## src/rtl/crp_mem_responder_if.sv

```systemverilog
// crp_mem_responder_if: CRP CPU memory request/response bus between the CPU (master) and a memory responder (slave)
interface crp_mem_responder_if;
   logic [14:0] mem_req_bus;
   logic        mem_write_req;
   logic [7:0]  mem_read_bus;
   modport master (output mem_req_bus, output mem_write_req, input mem_read_bus);
   modport slave (input mem_req_bus, input mem_write_req, output mem_read_bus);
endinterface

```

## src/rtl/crp_mem_responder.sv

```systemverilog
// crp_mem_responder: flop-based byte RAM target for the CRP memory bus; optional memory-mapped I/O under MEM_RESP_IO_EN
module crp_mem_responder #(
   parameter int         DEPTH = 32,
   parameter int         AW    = 5,
   parameter logic [7:0] FILL  = 8'h00
) (
   input  logic                 clk,
   input  logic                 rst_n,
   crp_mem_responder_if.slave   bus,
   input  logic [7:0]           io_in,
   output logic [7:0]           io_out
);
   typedef enum logic {ST_ADDR, ST_WDATA} state_t;
   state_t      r_state;
   state_t      w_next;
   logic [14:0] r_wr_addr;
   logic [7:0]  r_rd_data;
   logic [7:0]  w_rd_data;
   logic        w_rd_en;
   logic        w_wr_ram;
   logic [7:0]  r_mem [DEPTH];
`ifdef MEM_RESP_IO_EN
   logic [7:0]  r_io_out;
   logic [7:0]  r_sync [2];
   logic        w_wr_io;
`else
   logic        w_unused_io;
`endif

   assign bus.mem_read_bus = r_rd_data;

   // State register: ADDR accepts a request, WDATA consumes the write data beat
   always_ff @(posedge clk or negedge rst_n) begin
      if (!rst_n) r_state <= ST_ADDR;
      else        r_state <= w_next;
   end

   // Next state and request decode; WDATA always returns to ADDR and ignores mem_write_req
   always_comb begin
      w_next   = (r_state == ST_ADDR) ? (bus.mem_write_req ? ST_WDATA : ST_ADDR) : ST_ADDR;
      w_rd_en  = (r_state == ST_ADDR) && !bus.mem_write_req;
      w_wr_ram = (r_state == ST_WDATA) && (r_wr_addr < 15'(DEPTH));
   end

   // Read mux: full 15-bit compare so upper address bits never alias into the RAM
   always_comb begin
      w_rd_data = (bus.mem_req_bus < 15'(DEPTH)) ? r_mem[bus.mem_req_bus[AW-1:0]] : FILL;
`ifdef MEM_RESP_IO_EN
      w_rd_data = (bus.mem_req_bus == 15'h7FFF) ? r_io_out :
                  (bus.mem_req_bus == 15'h7FFE) ? r_sync[1] : w_rd_data;
`endif
   end

   // Address latch for writes and registered read data (holds except on a read request)
   always_ff @(posedge clk or negedge rst_n) begin
      if (!rst_n) begin
         r_wr_addr <= 15'h0000;
         r_rd_data <= 8'h00;
      end else begin
         if (r_state == ST_ADDR && bus.mem_write_req) r_wr_addr <= bus.mem_req_bus;
         if (w_rd_en) r_rd_data <= w_rd_data;
      end
   end

   // Backing RAM; async reset clears every byte, which also aborts a write caught mid-data-phase
   always_ff @(posedge clk or negedge rst_n) begin
      if (!rst_n) for (int i = 0; i < DEPTH; i++) r_mem[i] <= 8'h00;
      else if (w_wr_ram) r_mem[r_wr_addr[AW-1:0]] <= bus.mem_req_bus[7:0];
   end

`ifdef MEM_RESP_IO_EN
   assign w_wr_io = (r_state == ST_WDATA) && (r_wr_addr == 15'h7FFF);
   assign io_out  = r_io_out;

   // I/O output register written by the data phase of a write to 0x7FFF
   always_ff @(posedge clk or negedge rst_n) begin
      if (!rst_n)       r_io_out <= 8'h00;
      else if (w_wr_io) r_io_out <= bus.mem_req_bus[7:0];
   end

   // Two-flop synchroniser for the asynchronous io_in pins
   always_ff @(posedge clk or negedge rst_n) begin
      if (!rst_n) begin
         r_sync[0] <= 8'h00;
         r_sync[1] <= 8'h00;
      end else begin
         r_sync[0] <= io_in;
         r_sync[1] <= r_sync[0];
      end
   end
`else
   assign io_out      = 8'h00;
   assign w_unused_io = ^io_in;
`endif
endmodule

```

## src/flat_wrapper.sv

```systemverilog
// flat-port wrapper written by rule: the top's interface ports become plain ports
module crp_mem_responder_flat 
#(
   parameter int         DEPTH = 32,
   parameter int         AW    = 5,
   parameter logic [7:0] FILL  = 8'h00
)
  (clk, rst_n, io_in, io_out, bus_mem_req_bus, bus_mem_write_req, bus_mem_read_bus);
  crp_mem_responder_if bus_i ();
  input  logic clk;
  input  logic rst_n;
  input  logic [7:0] io_in;
  output logic [7:0] io_out;
  input wire logic [$bits(bus_i.mem_req_bus)-1:0] bus_mem_req_bus;
  input wire logic [$bits(bus_i.mem_write_req)-1:0] bus_mem_write_req;
  output wire logic [$bits(bus_i.mem_read_bus)-1:0] bus_mem_read_bus;
  assign bus_i.mem_req_bus = bus_mem_req_bus;
  assign bus_i.mem_write_req = bus_mem_write_req;
  assign bus_mem_read_bus = bus_i.mem_read_bus;
  crp_mem_responder #(.DEPTH(DEPTH), .AW(AW), .FILL(FILL)) u_core (.clk(clk), .rst_n(rst_n), .bus(bus_i), .io_in(io_in), .io_out(io_out));
endmodule
```

## config.mk

```make
export PLATFORM = sky130hd
export DESIGN_NAME = crp_mem_responder_flat
export DESIGN_NICKNAME = d
export VERILOG_FILES = /design/src/rtl/crp_mem_responder_if.sv /design/src/rtl/crp_mem_responder.sv /design/src/flat_wrapper.sv
export SDC_FILE = /design/constraint.sdc
export NUM_CORES = 1
export LEC_CHECK = 0
export CAP_MARGIN = 20
export CORE_AREA = 2 2 157 159
export DETAILED_ROUTE_END_ITERATION = 8
export DIE_AREA = 0 0 159 161
export PLACE_DENSITY = 0.76
export SKIP_LAST_GASP = 1
export SLEW_MARGIN = 20
export SYNTH_ARGS = -nofsm -noshare
export SYNTH_HDL_FRONTEND = slang
export SYNTH_SLANG_ARGS = --single-unit
```

## constraint.sdc

```tcl
create_clock -name clk -period 2.1 [get_ports clk]
set_clock_uncertainty 0.05 [all_clocks]
set_input_delay 0.42 -clock clk [delete_from_list [all_inputs] [get_ports clk]]
set_output_delay 0.42 -clock clk [all_outputs]
set_load 0.005 [all_outputs]
```

==> results of run 1 <==
## routing by layer
metal	share of wire, %	wire length [um]
met1	46	13300
met3	3.4	1010
met5	0	0
met4	2.5	746
met2	49	14200
## cell usage after synthesis, types with 5 or more instances
master / n / area, um^2
a32o_1: 5 / 50.1
buf_1: 5 / 18.8
buf_2: 12 / 60.1
buf_4: 16 / 120
clkbuf_1: 41 / 154
dfrtp_1: 280 / 7010
mux2_1: 11 / 124
mux2_2: 278 / 3130
mux2i_1: 65 / 651
mux4_2: 30 / 676
nand2_1: 19 / 71.3
nand2b_1: 5 / 31.3
nor2_1: 16 / 60.1
nor2_8: 12 / 240
nor3_1: 6 / 30.0
nor4_1: 6 / 37.5
o21ai_0: 5 / 25.0
o22ai_1: 29 / 181
o31ai_1: 6 / 45.0
## where the power goes
| group | leakage [nW] | internal (mW) | switching, mW | total [mW] |
|---|---|---|---|---|
| Combinational | 3.39 | 0.450 | 0.548 | 0.998 |
| Clock | 0.479 | 3.19 | 2.07 | 5.26 |
| Sequential | 3.64 | 5.55 | 0.0958 | 5.65 |
| Total | 7.50 | 9.19 | 2.71 | 11.9 |
## cells in the final DEF, fill, tap and decap left out, types with 3 or more instances in the layout
master | Yosys | routed
a21oi_1 | 4 | 4
a211oi_1 | 3 | 3
mux2_1 | 11 | 9
bufinv_16 | 0 | 4
nor3_1 | 6 | 6
mux2i_1 | 65 | 65
nand2_4 | 1 | 5
o21ai_0 | 5 | 5
nor2_8 | 12 | 12
clkbuf_1 | 41 | 8
nor2_1 | 16 | 16
clkbuf_16 | 0 | 29
nor2_4 | 2 | 3
o211ai_1 | 4 | 4
clkdlybuf4s50_1 | 0 | 19
nand2_1 | 19 | 19
o22ai_1 | 29 | 29
clkinv_2 | 0 | 4
buf_4 | 16 | 75
nor2_2 | 4 | 3
buf_6 | 1 | 4
buf_12 | 0 | 19
dfrtp_1 | 280 | 280
clkbuf_8 | 0 | 5
conb_1 | 1 | 8
or2_4 | 0 | 3
mux2_4 | 0 | 48
mux4_2 | 30 | 30
a32o_1 | 5 | 5
nor4_1 | 6 | 6
nand2b_1 | 5 | 5
mux2_2 | 278 | 232
buf_2 | 12 | 4
o31ai_1 | 6 | 6
## kinds of logic after synthesis
| kind of cell | Yosys count | synth area share [%] |
|---|---|---|
| AOI/OAI and AO/OA | 59 | 3.05 |
| buffers and inverters | 76 | 2.80 |
| DFF | 280 | 53.3 |
| muxes | 384 | 34.8 |
| other | 1 | 0.0285 |
| and+or+nand+nor | 98 | 5.98 |
## worst max path at each step
stage	depth (start not counted)	slack [ps]	end
after detailed placement	8	-340	u_core.bus.mem_read_bus[5]$_DFFE_PN0P_
after floorplan	7	50	u_core.bus.mem_read_bus[0]$_DFFE_PN0P_
final	7	40	u_core.r_mem[202]$_DFFE_PN0P_
after global routing	6	-60	u_core.r_mem[144]$_DFFE_PN0P_
after CTS	7	10	u_core.r_mem[213]$_DFFE_PN0P_
after global placement	8	-380	u_core.bus.mem_read_bus[5]$_DFFE_PN0P_
## area by class of cell
class                           instances  area share (%)
Clock buffer                           42            5.27
Tap cell                              324            2.59
Multi-Input combinational cell        549            38.6
Inverter                                1          0.0240
Clock inverter                          9           0.951
Sequential cell                       280            44.8
Timing Repair Buffer                  123            7.82
## flip-flops by register name, indices dropped and copies added (netlist names)
signal	count
u_core.bus.mem_read_bus	8
u_core.r_mem	256
u_core.r_state	1
u_core.r_wr_addr	15
## metrics by stage
stage,setup slack [ps],utilization [%],hold WS [ps]
finish,41.4,65.3,241
global route,-56.6,65.3,257
CTS,12.4,64.3,233
floorplan,51.9,-,74.4
detailed placement,-343,60.1,337
global placement,-384,60.1,333
## timing repair
action                     in CTS  in global routing
hold buffers                    1                  0
pin swaps                       1                 10
hold endpoints to repair       49                  0
setup endpoints to repair      69                206
setup buffers                   0                  1
gates cloned                    0                  0
resized for setup               5                 60
==> impl_metrics.env, run 1 <==
export IMPL_status="completed"
export IMPL_required_ps=2480
export IMPL_die_w_um=159
export IMPL_fp_row_count=57
export IMPL_nets=1010
export IMPL_hp_class="in -> reg"
export IMPL_maxSlewHeadroom_pct=58.0
export IMPL_drv_slew=0
export IMPL_synth_avg_cell_area_um2=14.6
export IMPL_tns_ps=0
export IMPL_cts_sinks=280
export IMPL_clk_pin_slew_ps=60
export IMPL_clockBufferDepth=3
export IMPL_r2r_start="u_core.r_wr_addr[14]$_DFFE_PN0P_"
export IMPL_post_route_cell_area_mm2=0.0157
export IMPL_ys_seq_elements=280
export IMPL_min_period_ps=2060
export IMPL_dieArea_mm2=0.0256
export IMPL_timing_rr_end="u_core.r_mem[202]$_DFFE_PN0P_"
export IMPL_hpwlAfterDp_um=19500
export IMPL_critPathLaunch="u_core.r_wr_addr[14]$_DFFE_PN0P_"
export IMPL_ff2ff_setup_slack_ps=40
export IMPL_dp_cells=1275
export IMPL_seq_area_mm2=0.00701
export IMPL_synth_distinct_cells=47
export IMPL_grt_pass1_vias=8433
export IMPL_cts_tree="yes"
export IMPL_worst_pin_slew_ps=629
export IMPL_grt_met1_usage_pct=31.9
export IMPL_synth_enable_flop_cells=0
export IMPL_power_leakage_nw=7.50
export IMPL_crit_family="simple AND/OR/NAND/NOR gates"
export IMPL_globalRouteMet2Util_pct=38.5
export IMPL_crit_buf_inv=2
export IMPL_worst_setup_path_type="reg -> reg"
export IMPL_fmax_mhz=486
export IMPL_hp_start="bus_mem_req_bus[1]"
export IMPL_clockRootBuffer="clkbuf_16"
export IMPL_die_h_um=161
export IMPL_num_vias=7738
export IMPL_routedWlPerCell_um=22.1
export IMPL_postSynthCellCount=898
export IMPL_cts_max_level=1
export IMPL_finalPower_mw=11.9
export IMPL_syn_cell_area_mm2=0.0131
export IMPL_crit_arrival_ps=2440
export IMPL_holdPathStages=2
export IMPL_grt_pass1_wl_um=47000
export IMPL_numPortBuffers=25
export IMPL_coreArea_mm2=0.0240
export IMPL_critPathMaxFanout=8
export IMPL_drive_gt1_share_pct=49.3
export IMPL_final_period_utilization_pct=98.0
export IMPL_crit_chain="nor4_4, and3_4, buf_6, nand2_4, buf_12, nor2_8, mux2_2"
export IMPL_synthFlopType="dfrtp_1"
export IMPL_place_gp_congestion=0.810
export IMPL_end_kind="register"
export IMPL_ios=42
export IMPL_clk_latency_ps=550
export IMPL_synthArstFlopShare_pct=100
export IMPL_crit_path_top_delay_cell="dfrtp_1"
export IMPL_cap_violations=0
export IMPL_grt_overflow=0
export IMPL_yosys_warnings=0
export IMPL_fill_cells=1748
export IMPL_rsz0062_at_grt="true"
export IMPL_ir_drop_uv=770
export IMPL_setup_viol=0
export IMPL_grt_use_total_pct=23.3
export IMPL_area_growth_pct=19.1
export IMPL_cp_start_kind="register"
export IMPL_cts_made_buffers=29
export IMPL_worst_r2r_path_depth=7
export IMPL_final_cells=1328
export IMPL_viasPerCell=5.83
export IMPL_min_to="u_core.r_mem[153]$_DFFE_PN0P_"
export IMPL_slowest_delay_ps=400
export IMPL_seq_area_frac_synth_pct=53.3
export IMPL_antenna_found_initial=0
export IMPL_drtIter0Drc=460
export IMPL_totalWireLength_um=29300
export IMPL_grt_max_degree=56
export IMPL_top_usage_layer="met2"
export IMPL_place_area_mm2=0.0144
export IMPL_ant_nets=0
export IMPL_antennaDiodeCount=0
export IMPL_hold_viol=0
export IMPL_drtPass1Iterations=4
export IMPL_multi_input_area_mm2=0.00604
export IMPL_grt_use_met3_pct=3.57
export IMPL_drc=0
export IMPL_initial_core_util_pct=54.9
export IMPL_power_density_mw_per_mm2=760
(Power assumes the default switching activity.)
==> inputs of run 2 (changes only) <==
--- a/config.mk
+++ b/config.mk
@@ -6,10 +6,10 @@
 export NUM_CORES = 1
 export LEC_CHECK = 0
 export CAP_MARGIN = 20
-export CORE_AREA = 2 2 157 159
+export CORE_AREA = 2 2 152 154
 export DETAILED_ROUTE_END_ITERATION = 8
-export DIE_AREA = 0 0 159 161
-export PLACE_DENSITY = 0.76
+export DIE_AREA = 0 0 154 156
+export PLACE_DENSITY = 0.77
 export SKIP_LAST_GASP = 1
 export SLEW_MARGIN = 20
 export SYNTH_ARGS = -nofsm -noshare
==> constraint.sdc (replaced) <==
create_clock -name clk -period 2.11 [get_ports clk]
set_clock_uncertainty 0.05 [all_clocks]
set_input_delay 0.422 -clock clk [delete_from_list [all_inputs] [get_ports clk]]
set_output_delay 0.422 -clock clk [all_outputs]
set_load 0.005 [all_outputs]
==> impl_metrics.env, run 2 (synthesis results as in run 1) <==
export IMPL_end_kind="register"
export IMPL_slowest_delay_ps=400
export IMPL_grt_pass1_wl_um=46700
export IMPL_crit_arrival_ps=2450
export IMPL_place_area_mm2=0.0145
export IMPL_min_period_ps=2070
export IMPL_ios=42
export IMPL_cts_sinks=280
export IMPL_critPathMaxFanout=8
export IMPL_ant_nets=0
export IMPL_cts_tree="yes"
export IMPL_crit_family="simple AND/OR/NAND/NOR gates"
export IMPL_fmax_mhz=483
export IMPL_worst_setup_path_type="reg -> reg"
export IMPL_worst_pin_slew_ps=691
export IMPL_drc=0
export IMPL_clk_latency_ps=540
export IMPL_cp_start_kind="register"
export IMPL_clockRootBuffer="clkbuf_16"
export IMPL_finalPower_mw=11.4
export IMPL_drtIter0Drc=448
export IMPL_clockBufferDepth=3
export IMPL_largest_register="u_core.r_mem"
export IMPL_grt_use_total_pct=25.1
export IMPL_grt_overflow=0
export IMPL_crit_chain="nor4_4, and3_4, nand3_4, buf_12, nor2_8, mux2_2"
export IMPL_die_h_um=156
export IMPL_area_growth_pct=18.8
export IMPL_cap_violations=0
export IMPL_initial_core_util_pct=58.8
export IMPL_place_gp_congestion=0.867
export IMPL_antenna_found_initial=0
export IMPL_power_density_mw_per_mm2=730
export IMPL_power_leakage_nw=7.48
export IMPL_hpwlAfterDp_um=19700
export IMPL_post_route_cell_area_mm2=0.0156
export IMPL_final_period_utilization_pct=98.1
export IMPL_antennaDiodeCount=0
export IMPL_drv_slew=0
export IMPL_viasPerCell=6.06
export IMPL_setup_ws_ps=39.1
export IMPL_dieArea_mm2=0.0240
export IMPL_drtPass1Iterations=5
export IMPL_tns_ps=0
export IMPL_rsz0062_at_grt="true"
export IMPL_largest_reg_flops=256
export IMPL_num_vias=7897
export IMPL_coreArea_mm2=0.0224
export IMPL_clk_pin_slew_ps=60
export IMPL_numPortBuffers=25
export IMPL_ir_drop_uv=539
export IMPL_hold_ws_ps=292
export IMPL_hold_viol=0
export IMPL_mostFrequentLayoutCells="280 x dfrtp_1, 233 x mux2_2, 92 x buf_4"
export IMPL_crit_path_top_delay_cell="dfrtp_1"
export IMPL_nets=1026
export IMPL_final_cells=1303
export IMPL_grt_use_met3_pct=4.19
export IMPL_routedWlPerCell_um=22.7
export IMPL_globalRouteMet2Util_pct=41.1
export IMPL_cts_max_level=1
export IMPL_grt_pass1_vias=8263
export IMPL_hp_class="in -> reg"
export IMPL_dp_cells=1251
export IMPL_drive_gt1_share_pct=50.7
export IMPL_top_usage_layer="met2"
export IMPL_crit_buf_inv=1
export IMPL_layout_commonest_cell="dfrtp_1"
export IMPL_setup_viol=0
export IMPL_totalWireLength_um=29600
export IMPL_grt_met1_usage_pct=35.2
export IMPL_die_w_um=154
export IMPL_grt_max_degree=55
export IMPL_status="completed"
export IMPL_cts_made_buffers=29
export IMPL_fp_row_count=55
export IMPL_maxSlewHeadroom_pct=53.5
export IMPL_fill_cells=1478
export IMPL_finish_utilization_pct=69.8
export IMPL_preCtsSetupSlack_ps=-356
export IMPL_required_ps=2480
## run 2: cell type report
cell class | count | area, um^2 | area share, %
Sequential cell | 280 | 7010 | 44.9
Multi-Input combinational cell | 549 | 6030 | 38.6
Timing Repair Buffer | 139 | 1340 | 8.58
Clock buffer | 42 | 845 | 5.41
Tap cell | 285 | 357 | 2.28
Clock inverter | 7 | 38.8 | 0.248
Inverter | 1 | 3.75 | 0.0240
## run 2: where the power goes
part           internal (mW)  total (mW)  switching (mW)
Combinational          0.455       0.988           0.532
Sequential              5.52        5.63           0.109
Clock                   2.75        4.79            2.04
## run 2: worst paths after layout
check / to / depth (start not counted) / slack (ps) / start
worst min register to register: u_core.r_mem[145]$_DFFE_PN0P_ / 1 / 440 / u_core.r_mem[145]$_DFFE_PN0P_
worst min-delay path: u_core.r_mem[104]$_DFFE_PN0P_ / 3 / 290 / bus_mem_req_bus[0]
max in group asynchronous: u_core.r_mem[99]$_DFFE_PN0P_ / 3 / 1030 / rst_n
worst max-delay path: u_core.r_mem[28]$_DFFE_PN0P_ / 6 / 40 / u_core.r_wr_addr[14]$_DFFE_PN0P_
worst max register to register: u_core.r_mem[28]$_DFFE_PN0P_ / 6 / 40 / u_core.r_wr_addr[14]$_DFFE_PN0P_
min in group asynchronous: u_core.r_mem[136]$_DFFE_PN0P_ / 2 / 330 / rst_n
## run 2: per-layer routing
layer,vias to the layer above,part of all wire [%],wire length [um]
met5,-,0,0
met4,0,2.2,646
met3,47,4.9,1450
met2,175,48,14300
met1,4195,45,13200
li1,3480,-,-
## run 2: timing repair
| action | in CTS | in global routing |
|---|---|---|
| hold buffers | 1 | 0 |
| buffers inserted | 0 | 2 |
| pin swaps | 0 | 10 |
| endpoints found under the hold margin | 38 | 0 |
| resized for setup | 2 | 60 |
| endpoints found under the setup margin | 88 | 217 |
## run 2: tightest hold or removal path: stages
cell,delay [ps]
buf_6,150
buf_12,130
mux2_2,130
